==> config.mk <==
export PLATFORM = sky130hd
export DESIGN_NAME = collection_sweep_controller
export DESIGN_NICKNAME = d
export VERILOG_FILES = /design/src/rtl/collection_sweep_controller_pkg.sv /design/src/rtl/collection_sweep_controller_accumulator.sv /design/src/rtl/collection_sweep_controller.sv
export SDC_FILE = /design/constraint.sdc
export NUM_CORES = 1
export LEC_CHECK = 0
export CORE_AREA = 2 2 148 92
export DETAILED_ROUTE_END_ITERATION = 16
export DIE_AREA = 0 0 150 94
export GPL_TIMING_DRIVEN = 0
export PLACE_DENSITY = 0.86
export SYNTH_ARGS = -nofsm -noshare
export SYNTH_HDL_FRONTEND = slang
export SYNTH_SLANG_ARGS = --single-unit
==> constraint.sdc <==
create_clock -name clk -period 5.96 [get_ports clk]
set_clock_uncertainty 0.05 [all_clocks]
set_input_delay 1.192 -clock clk [delete_from_list [all_inputs] [get_ports clk]]
set_output_delay 1.192 -clock clk [all_outputs]
set_load 0.05 [all_outputs]
==> src/rtl/collection_sweep_controller_pkg.sv <==
// Shared types and pipeline constants for the collector clear-on-read sweep.
// The controller and its return accumulator both import this package.
package collection_sweep_controller_pkg;

    // Pipeline globals the sweep must agree with.
    localparam int PIPE_ADDR_WIDTH     = 12;
    localparam int OUTPUT_READ_LATENCY = 5;
    localparam int DATA_WIDTH          = 38;
    localparam int PCOEFF_WIDTH        = 3;

    typedef enum logic [2:0] {
        ST_IDLE  = 3'd0,
        ST_DRAIN = 3'd1,
        ST_SWEEP = 3'd2,
        ST_FLUSH = 3'd3,
        ST_DONE  = 3'd4
    } sweep_state_e;

    // Width of a down-counter that must hold values 0..count-1.
    function automatic int down_counter_width(input int count);
        return (count > 1) ? $clog2(count) : 1;
    endfunction

endpackage

==> src/rtl/collection_sweep_controller_accumulator.sv <==
// Re-aligns collector read returns with the issue stream and sums them.
// Also reports whether the alignment pipe will be empty after this edge.
module sweep_return_accumulator
    import collection_sweep_controller_pkg::*;
#(
    parameter int ADDR_WIDTH   = PIPE_ADDR_WIDTH,
    parameter int READ_LATENCY = OUTPUT_READ_LATENCY,
    parameter int TOTAL_WIDTH  = 64
) (
    input  logic                    clk,
    input  logic                    rstn,
    input  logic                    clear,
    input  logic                    valid_in,
    input  logic [DATA_WIDTH-1:0]   data_in,
    input  logic [PCOEFF_WIDTH-1:0] count_in,
    output logic [TOTAL_WIDTH-1:0]  total_sum,
    output logic [ADDR_WIDTH+2:0]   total_count,
    output logic                    pipe_empty_next
);

    logic [READ_LATENCY-1:0] valid_sr;
    logic [READ_LATENCY-1:0] valid_sr_next;
    logic                    tap;

    // The oldest bit falls off the end; only the shifted-in view matters.
    assign valid_sr_next   = READ_LATENCY'({valid_sr, valid_in});
    assign tap             = valid_sr[READ_LATENCY-1];
    assign pipe_empty_next = ~|valid_sr_next;

    always_ff @(posedge clk or negedge rstn) begin
        if (!rstn) begin
            // NOTE: the valid pipe is reset like any control register because it
            // gates accumulation; leaving it X would corrupt the first batch total.
            valid_sr    <= '0;
            total_sum   <= '0;
            total_count <= '0;
        end else begin
            valid_sr <= valid_sr_next;
            if (clear) begin
                total_sum   <= '0;
                total_count <= '0;
            end else if (tap) begin
                total_sum   <= total_sum + TOTAL_WIDTH'(data_in);
                total_count <= total_count + (ADDR_WIDTH+3)'(count_in);
            end
        end
    end

endmodule

==> src/rtl/collection_sweep_controller.sv <==
// Drains the write pipe, sweeps every collector address once (clear-on-read),
// and hands the accumulated batch total to the consumer via valid/ack.
module collection_sweep_controller
    import collection_sweep_controller_pkg::*;
#(
    parameter int ADDR_WIDTH   = PIPE_ADDR_WIDTH,
    parameter int READ_LATENCY = OUTPUT_READ_LATENCY,
    parameter int DRAIN_CYCLES = 8,
    parameter int TOTAL_WIDTH  = 64
) (
    input  logic                    clk,
    input  logic                    rstn,
    input  logic                    start,
    input  logic                    hold,
    output logic                    busy,
    output logic [ADDR_WIDTH-1:0]   readAddr,
    output logic                    readActive,
    input  logic [DATA_WIDTH-1:0]   summedDataIn,
    input  logic [PCOEFF_WIDTH-1:0] pcoeffCountIn,
    output logic                    resultValid,
    input  logic                    resultAck,
    output logic [TOTAL_WIDTH-1:0]  totalSum,
    output logic [ADDR_WIDTH+2:0]   totalCount
);

    localparam int                    DRAIN_W    = down_counter_width(DRAIN_CYCLES);
    localparam logic [DRAIN_W-1:0]    DRAIN_LOAD = DRAIN_W'((DRAIN_CYCLES > 0) ? DRAIN_CYCLES - 1 : 0);
    localparam logic [ADDR_WIDTH-1:0] LAST_ADDR  = '1;

    if (TOTAL_WIDTH < DATA_WIDTH + ADDR_WIDTH) begin : g_width_check
        $error("TOTAL_WIDTH cannot hold a full sweep of summedDataIn");
    end

    sweep_state_e       state;
    logic [DRAIN_W-1:0] drain_cnt;
    logic               clear_totals;
    logic               pipe_empty_next;

    // Totals survive in IDLE for late readers and only clear when a batch begins.
    assign clear_totals = (state == ST_IDLE) && start;

    sweep_return_accumulator #(
        .ADDR_WIDTH   (ADDR_WIDTH),
        .READ_LATENCY (READ_LATENCY),
        .TOTAL_WIDTH  (TOTAL_WIDTH)
    ) u_accumulator (
        .clk             (clk),
        .rstn            (rstn),
        .clear           (clear_totals),
        .valid_in        (readActive),
        .data_in         (summedDataIn),
        .count_in        (pcoeffCountIn),
        .total_sum       (totalSum),
        .total_count     (totalCount),
        .pipe_empty_next (pipe_empty_next)
    );

    // NOTE: all state here uses non-blocking assignments so every register
    // samples pre-edge values; a blocking '=' would make order of statements matter.
    always_ff @(posedge clk or negedge rstn) begin
        if (!rstn) begin
            state       <= ST_IDLE;
            readAddr    <= '0;
            readActive  <= 1'b0;
            busy        <= 1'b0;
            resultValid <= 1'b0;
            drain_cnt   <= '0;
        end else begin
            unique case (state)
                ST_IDLE: begin
                    if (start) begin
                        busy     <= 1'b1;
                        readAddr <= '0;
                        if (DRAIN_CYCLES == 0) begin
                            state <= ST_SWEEP;
                        end else begin
                            state     <= ST_DRAIN;
                            drain_cnt <= DRAIN_LOAD;
                        end
                    end
                end

                ST_DRAIN: begin
                    if (drain_cnt == '0) begin
                        state    <= ST_SWEEP;
                        readAddr <= '0;
                    end else begin
                        drain_cnt <= drain_cnt - DRAIN_W'(1);
                    end
                end

                ST_SWEEP: begin
                    // The address advances only after it was actually issued,
                    // so a hold bubble keeps presenting the next unread address.
                    if (readActive && (readAddr == LAST_ADDR)) begin
                        state      <= ST_FLUSH;
                        readActive <= 1'b0;
                        readAddr   <= '0;
                    end else begin
                        readActive <= !hold;
                        if (readActive) begin
                            readAddr <= readAddr + ADDR_WIDTH'(1);
                        end
                    end
                end

                ST_FLUSH: begin
                    // Leave on the edge that absorbs the last return, so the
                    // totals are already final when resultValid rises.
                    if (pipe_empty_next) begin
                        state       <= ST_DONE;
                        resultValid <= 1'b1;
                    end
                end

                ST_DONE: begin
                    if (resultAck) begin
                        state       <= ST_IDLE;
                        resultValid <= 1'b0;
                        busy        <= 1'b0;
                    end
                end

                default: begin
                    state       <= ST_IDLE;
                    readActive  <= 1'b0;
                    resultValid <= 1'b0;
                    busy        <= 1'b0;
                end
            endcase
        end
    end

endmodule
# Yosys cells after proc, flatten, opt, wreduce, memory -nomap -nowiden
# Cells that the tools add are included.
[totals]
elab_cells = 69
mem_bits_rw = 0
rom_bits = 0
output_inout_bits = 94
latch_bits = 0
register_bits = 105
n_memories = 0
[classes]
div = 0
magnitude_cmp = 0
add_sub_neg = 4
reduce_logical = 17
shift = 0
mux = 25
n_bitwise = 2
multipliers = 0
n_eq_ne = 12
[ops]
columns = ["cell", "n"]
rows = [
  ["2-to-1 mux 64 bit", 2],
  ["adder 64 x 38 -> 64 bit", 1],
  ["2-to-1 mux 12 bit", 4],
  ["one-hot mux 12 bit (3 select lines)", 1],
  ["2-to-1 mux 15 bit", 2],
  ["2-to-1 mux 3 bit", 7],
  ["adder 15 x 3 -> 15 bit", 1],
  ["one-hot mux 3 bit (5 select lines)", 1],
  ["adder 12 x 1 -> 12 bit, second input constant", 1],
  ["equality test 12 bit, second input constant", 1],
  ["inequality test 2 bit, second input constant", 6],
  ["AND reduction 3 bit", 3],
  ["equality test 3 x 2 -> 1 bit, second input constant", 2],
  ["logical NOT 3 bit", 2],
  ["one-hot mux 1 bit (3 select lines)", 2],
  ["one-hot mux 3 bit (2 select lines)", 1],
  ["OR reduction 3 bit", 2],
  ["AND reduction 5 bit", 1],
  ["OR reduction 5 bit", 1],
  ["2-to-1 mux 1 bit", 4],
  ["AND reduction 4 bit", 1],
  ["nonzero test 2 bit", 2],
  ["OR reduction 4 bit", 1],
  ["equality test 3 x 1 -> 1 bit, second input constant", 1],
  ["other kinds (8)", 10],
]

# Depth between registers and ports, before layout
[depth]
word_depth = 4
ltp_mapped = 11

# Hierarchy
# Synthesis repeated with hierarchy kept, for this count alone.
[unflattened]
cells_unflattened = 780
area_unflattened_um2 = 7101.8
[by_module_without_submodules]
columns = ["mod", "seq_area_each_um2", "cells_each", "area_each_um2", "instances"]
rows = [
  ["sweep_return_accumulator", 2102.0, 655, 5911.9, 1],
  ["collection_sweep_controller", 525.5, 125, 1189.9, 1],
]

# Worst setup path before layout
# OpenSTA, ideal clock, no wires.
[synth_path]
path_kind = "in2reg"
from = "in summedDataIn[0]"
to = "reg u_accumulator.total_sum[54]"
stages = 11
slack_ps = 2163
arrival_time_ps = 3619
t_required_ps = 5781
n_path_buf = 1
path_cell_list = "ha_1 > fa_1 > a21o_1 > a221oi_1 > o22ai_2 > nand4_1 > a21oi_2 > o211ai_2 > buf_4 > a21boi_0 > mux2i_1"
[synth_via]
elab_chain_len = 3
[synth_rtl]
columns = ["element", "line_no", "text"]
rows = [
  ["start, declared", "collection_sweep_controller.sv:18", "input logic [DATA_WIDTH-1:0] summedDataIn,"],
  ["adder 64 x 38 -> 64 bit", "collection_sweep_controller_accumulator.sv:43", "total_sum <= total_sum + TOTAL_WIDTH'(data_in);"],
  ["2-to-1 mux 64 bit", "collection_sweep_controller_accumulator.sv:42", "end else if (tap) begin"],
  ["2-to-1 mux 64 bit", "collection_sweep_controller_accumulator.sv:39", "if (clear) begin"],
  ["end signal, assigned", "collection_sweep_controller_accumulator.sv:43", ""],
  ["end, declared", "collection_sweep_controller_accumulator.sv:16", "output logic [TOTAL_WIDTH-1:0] total_sum,"],
]
# Every way passes these cells. The select of a mux whose other input is x is not followed.
# A chain may end at the register's enable or synchronous reset.

# Final worst setup path
# Ends and elaborated chain as after synthesis.

==> qor.csv <==
metric,value,unit
XOR/XNOR share of the synthesized area,4.15,%
Hold EP,u_accumulator.valid_sr[3],
FILL cells,997,
DRT antenna net count,0,
Clock transition at path regs,0.07,ns
WS Path Type,input port to flip-flop,
drt pass-1 iters,5,
largest family of logic cells by synthesized area,compound AO/OA/AOI/OAI gates,
Worst Hold Launch,u_accumulator.valid_sr[2],
Yosys warning total,0,
ys async rst share,100,%
RR Startpoint,u_accumulator.total_sum[0],
die area,0.0141,sq mm
Hold Crit Depth,0,
CTS Sinks,105,
initial drt markers,612,
Fin Hold WS,0.336,ns
Final Critical Period,4.46,ns
register area,0.00263,sq mm
fmax,0.224,GHz
Slew headroom,31.0,%
IO buf count,139,
Final nets,1063,
most common cell in the synthesized netlist,dfrtp_1,
min-delay worst type,flip-flop to flip-flop,
CTS root buf,clkbuf_16,
clock latency on the worst-skew pair,0.35,ns
Antenna diodes,0,
top cells by instance count after synthesis,"105 x dfrtp_1, 87 x nand2_1, 80 x nor2_1",
area of the multi-input gates,0.00433,sq mm
synth top area cells,"dfrtp_1 37%, ha_1 7.7%, mux2i_1 4.9%",
Tcrit/Tclk final,74.9,%
Startpoint Class,input port,
finished layout cell area,0.00912,sq mm
main flop type after synthesis,dfrtp_1,
Clk network pwr share,13.0,%
final WL,20800,um
final hold vios,0,
Reg2Reg Depth,11,
final core utilization,72.1,%
Die Span X,150,um
Static Leakage,3.97,nW
Final WS setup,1.50,ns
setup TNS,0,ns
"Slew Viols, Final",0,
"Setup Fix Bufs, Post-CTS",0,
combinational power share,64.4,%
element type at the critical path end,flip-flop,
Post-Synth Simple-Gate Area,21.4,%
mux cell area share after synthesis,4.89,%
power per cell area,551,mW/mm^2
Num CTS Buffers,9,
Mapped Avg Cell Area,8.74,sq um
"worst slack, placed",1.17,ns
Placed Instance Area,0.00880,sq mm
post-cts resize count,0,
Post-route DRC,0,
maxcap violations,0,
antenna violations before repair,0,
GPL Wtd Cong,0.963,
I/O Pins,140,
GRT Resource Usage Total,30.3,%
pin count of the biggest net entering global routing,58,
reg-to-reg endpoint,u_accumulator.total_sum[54],
Worst Path Arrival,4.64,ns
Syn Nets,912,
GRT Residual Overflow,0,
Synth Instances,820,
hold_buf cts,0,
maximum vdd drop,368,uV
overall via count from detail_route,6903,
Layout area overhead,27.2,%
Core Area,0.0127,sq mm
Adder-Cell Fraction of Synth Area,8.24,%
RSZ-0062 raised after global routing,no,
H-tree depth,3,
Compound-Gate Fraction of Synth Area,21.7,%
Avg Vias per Cell,6.02,
vias in the first global route,6407,
DP Wirelength,15600,um
Worst-Margin Slew,1.04,ns
sequential element share of the synthesized area,36.7,%
switch share,51.5,%
Die Ht,94,um
Seq cells post-synth,105,
Starting Density,56.7,%
num rows,32,
Synth cell types,73,
first-pass GRT wire length,33900,um
Sw Pwr,2.59,mW
fraction of layout cells with a size suffix above 1,5.64,%
Final setup violation count,0,
Flop pwr share,22.7,%
dominant cell type by area after synthesis,dfrtp_1,
top cell type's share of synthesized area,36.7,%
flop-to-flop setup slack,2.38,ns
worst-path fanout max,10,
outcome,completed,
internal power,2.44,mW
post-DR wirelength/cell,18.1,um
TritonCTS clock tree,built,
number of flops mapped to enable cells by yosys,0,
"Req. time, crit path",6.14,ns
maximum root-to-sink buffer count,2,
synthesized cell area,0.00717,sq mm
==> power by group through the flow <==
stage	registers [mW]	logic [mW]	clock network, mW
after floorplan	1.71	1.68	0
after global placement	1.13	3.10	0
after detailed placement	1.15	3.17	0
after CTS	1.13	3.19	0.657
after global routing	1.17	3.49	0.685
final	1.14	3.24	0.652
==> cell usage in the layout (no fill, tap or decap), drive strengths merged, types with 9 or more instances in the layout <==
master         instances
a211oi                 9
a21o                  27
a21oi                 70
and3                  21
clkbuf                41
clkdlybuf4s50        138
dfrtp                105
ha                    44
inv                   20
mux2i                 35
nand2                 88
nand3                 26
nand4                 22
nor2                  81
nor3                  18
o211ai                16
o21ai                 55
or2                   16
xnor2                 16
xor2                  18
==> through the flow <==
stage	power, mW	cells
floorplan	3.39	820
global placement	4.23	1129
detailed placement	4.32	1130
CTS	4.98	1146
global route	5.34	1146
finish	5.03	1146
==> state kept, by name, summed over array words and instances, names as in the netlist <==
| name | flops |
|---|---|
| u_accumulator.total_sum | 64 |
| u_accumulator.total_count | 15 |
| readAddr | 12 |
| u_accumulator.valid_sr | 5 |
| drain_cnt | 3 |
| state | 3 |
| busy | 1 |
| readActive | 1 |
| resultValid | 1 |
==> layer usage <==
layer | share of wire (%) | global-route usage (%) | up-vias | wire length, um
li1 | - | - | 3311 | -
met1 | 49 | 47.1 | 3251 | 10100
met2 | 41 | 43.5 | 328 | 8630
met3 | 9.0 | 6.94 | 13 | 1880
met4 | 0.83 | 4.87 | 0 | 172
met5 | 0 | 0 | - | 0
==> cell type report <==
cell class	instances	area share (%)
clock inverters	6	0.933
flip-flops and latches	105	28.8
multi-input cells	661	47.4
plain buffers	37	1.65
well taps	170	2.33
clock buffers	10	2.62
inverters	17	0.700
repair buffers	140	15.5
==> worst max-delay path, cell delays in order <==
cell             delay [ns]
clkdlybuf4s50_1        0.41
ha_1                   0.26
fa_1                   0.43
a21o_1                 0.23
a221oi_1               0.64
o22ai_2                0.30
nand4_1                0.22
a21oi_2                0.10
o211ai_2               0.34
buf_4                  0.25
a21boi_0               0.12
mux2i_1                0.15
==> how the worst max path moves through the flow <==
| stage | cells after the start | end | from | slack, ns |
|---|---|---|---|---|
| 2_1_floorplan | 11 | u_accumulator.total_sum[54] | summedDataIn[0] | 2.16 |
| 3_3_place_gp | 1 | u_accumulator.total_sum[58] | rstn | -0.41 |
| 5_1_grt | 12 | u_accumulator.total_sum[38] | summedDataIn[0] | 1.30 |
| 6_report | 12 | u_accumulator.total_sum[54] | summedDataIn[0] | 1.50 |
| 4_1_cts | 12 | u_accumulator.total_sum[54] | summedDataIn[0] | 1.54 |
| 3_5_place_dp | 12 | u_accumulator.total_sum[54] | summedDataIn[0] | 1.17 |
==> cells by family (layout without fill, tap and decap cells) <==
| group | count (synthesis) | in the layout |
|---|---|---|
| compound gates | 232 | 232 |
| xor+xnor | 34 | 34 |
| fa+ha+maj | 46 | 46 |
| buf+inv | 54 | 210 |
| flops | 105 | 105 |
| mux | 35 | 35 |
| simple gates | 314 | 314 |
Power figures use the tool's default switching activity.
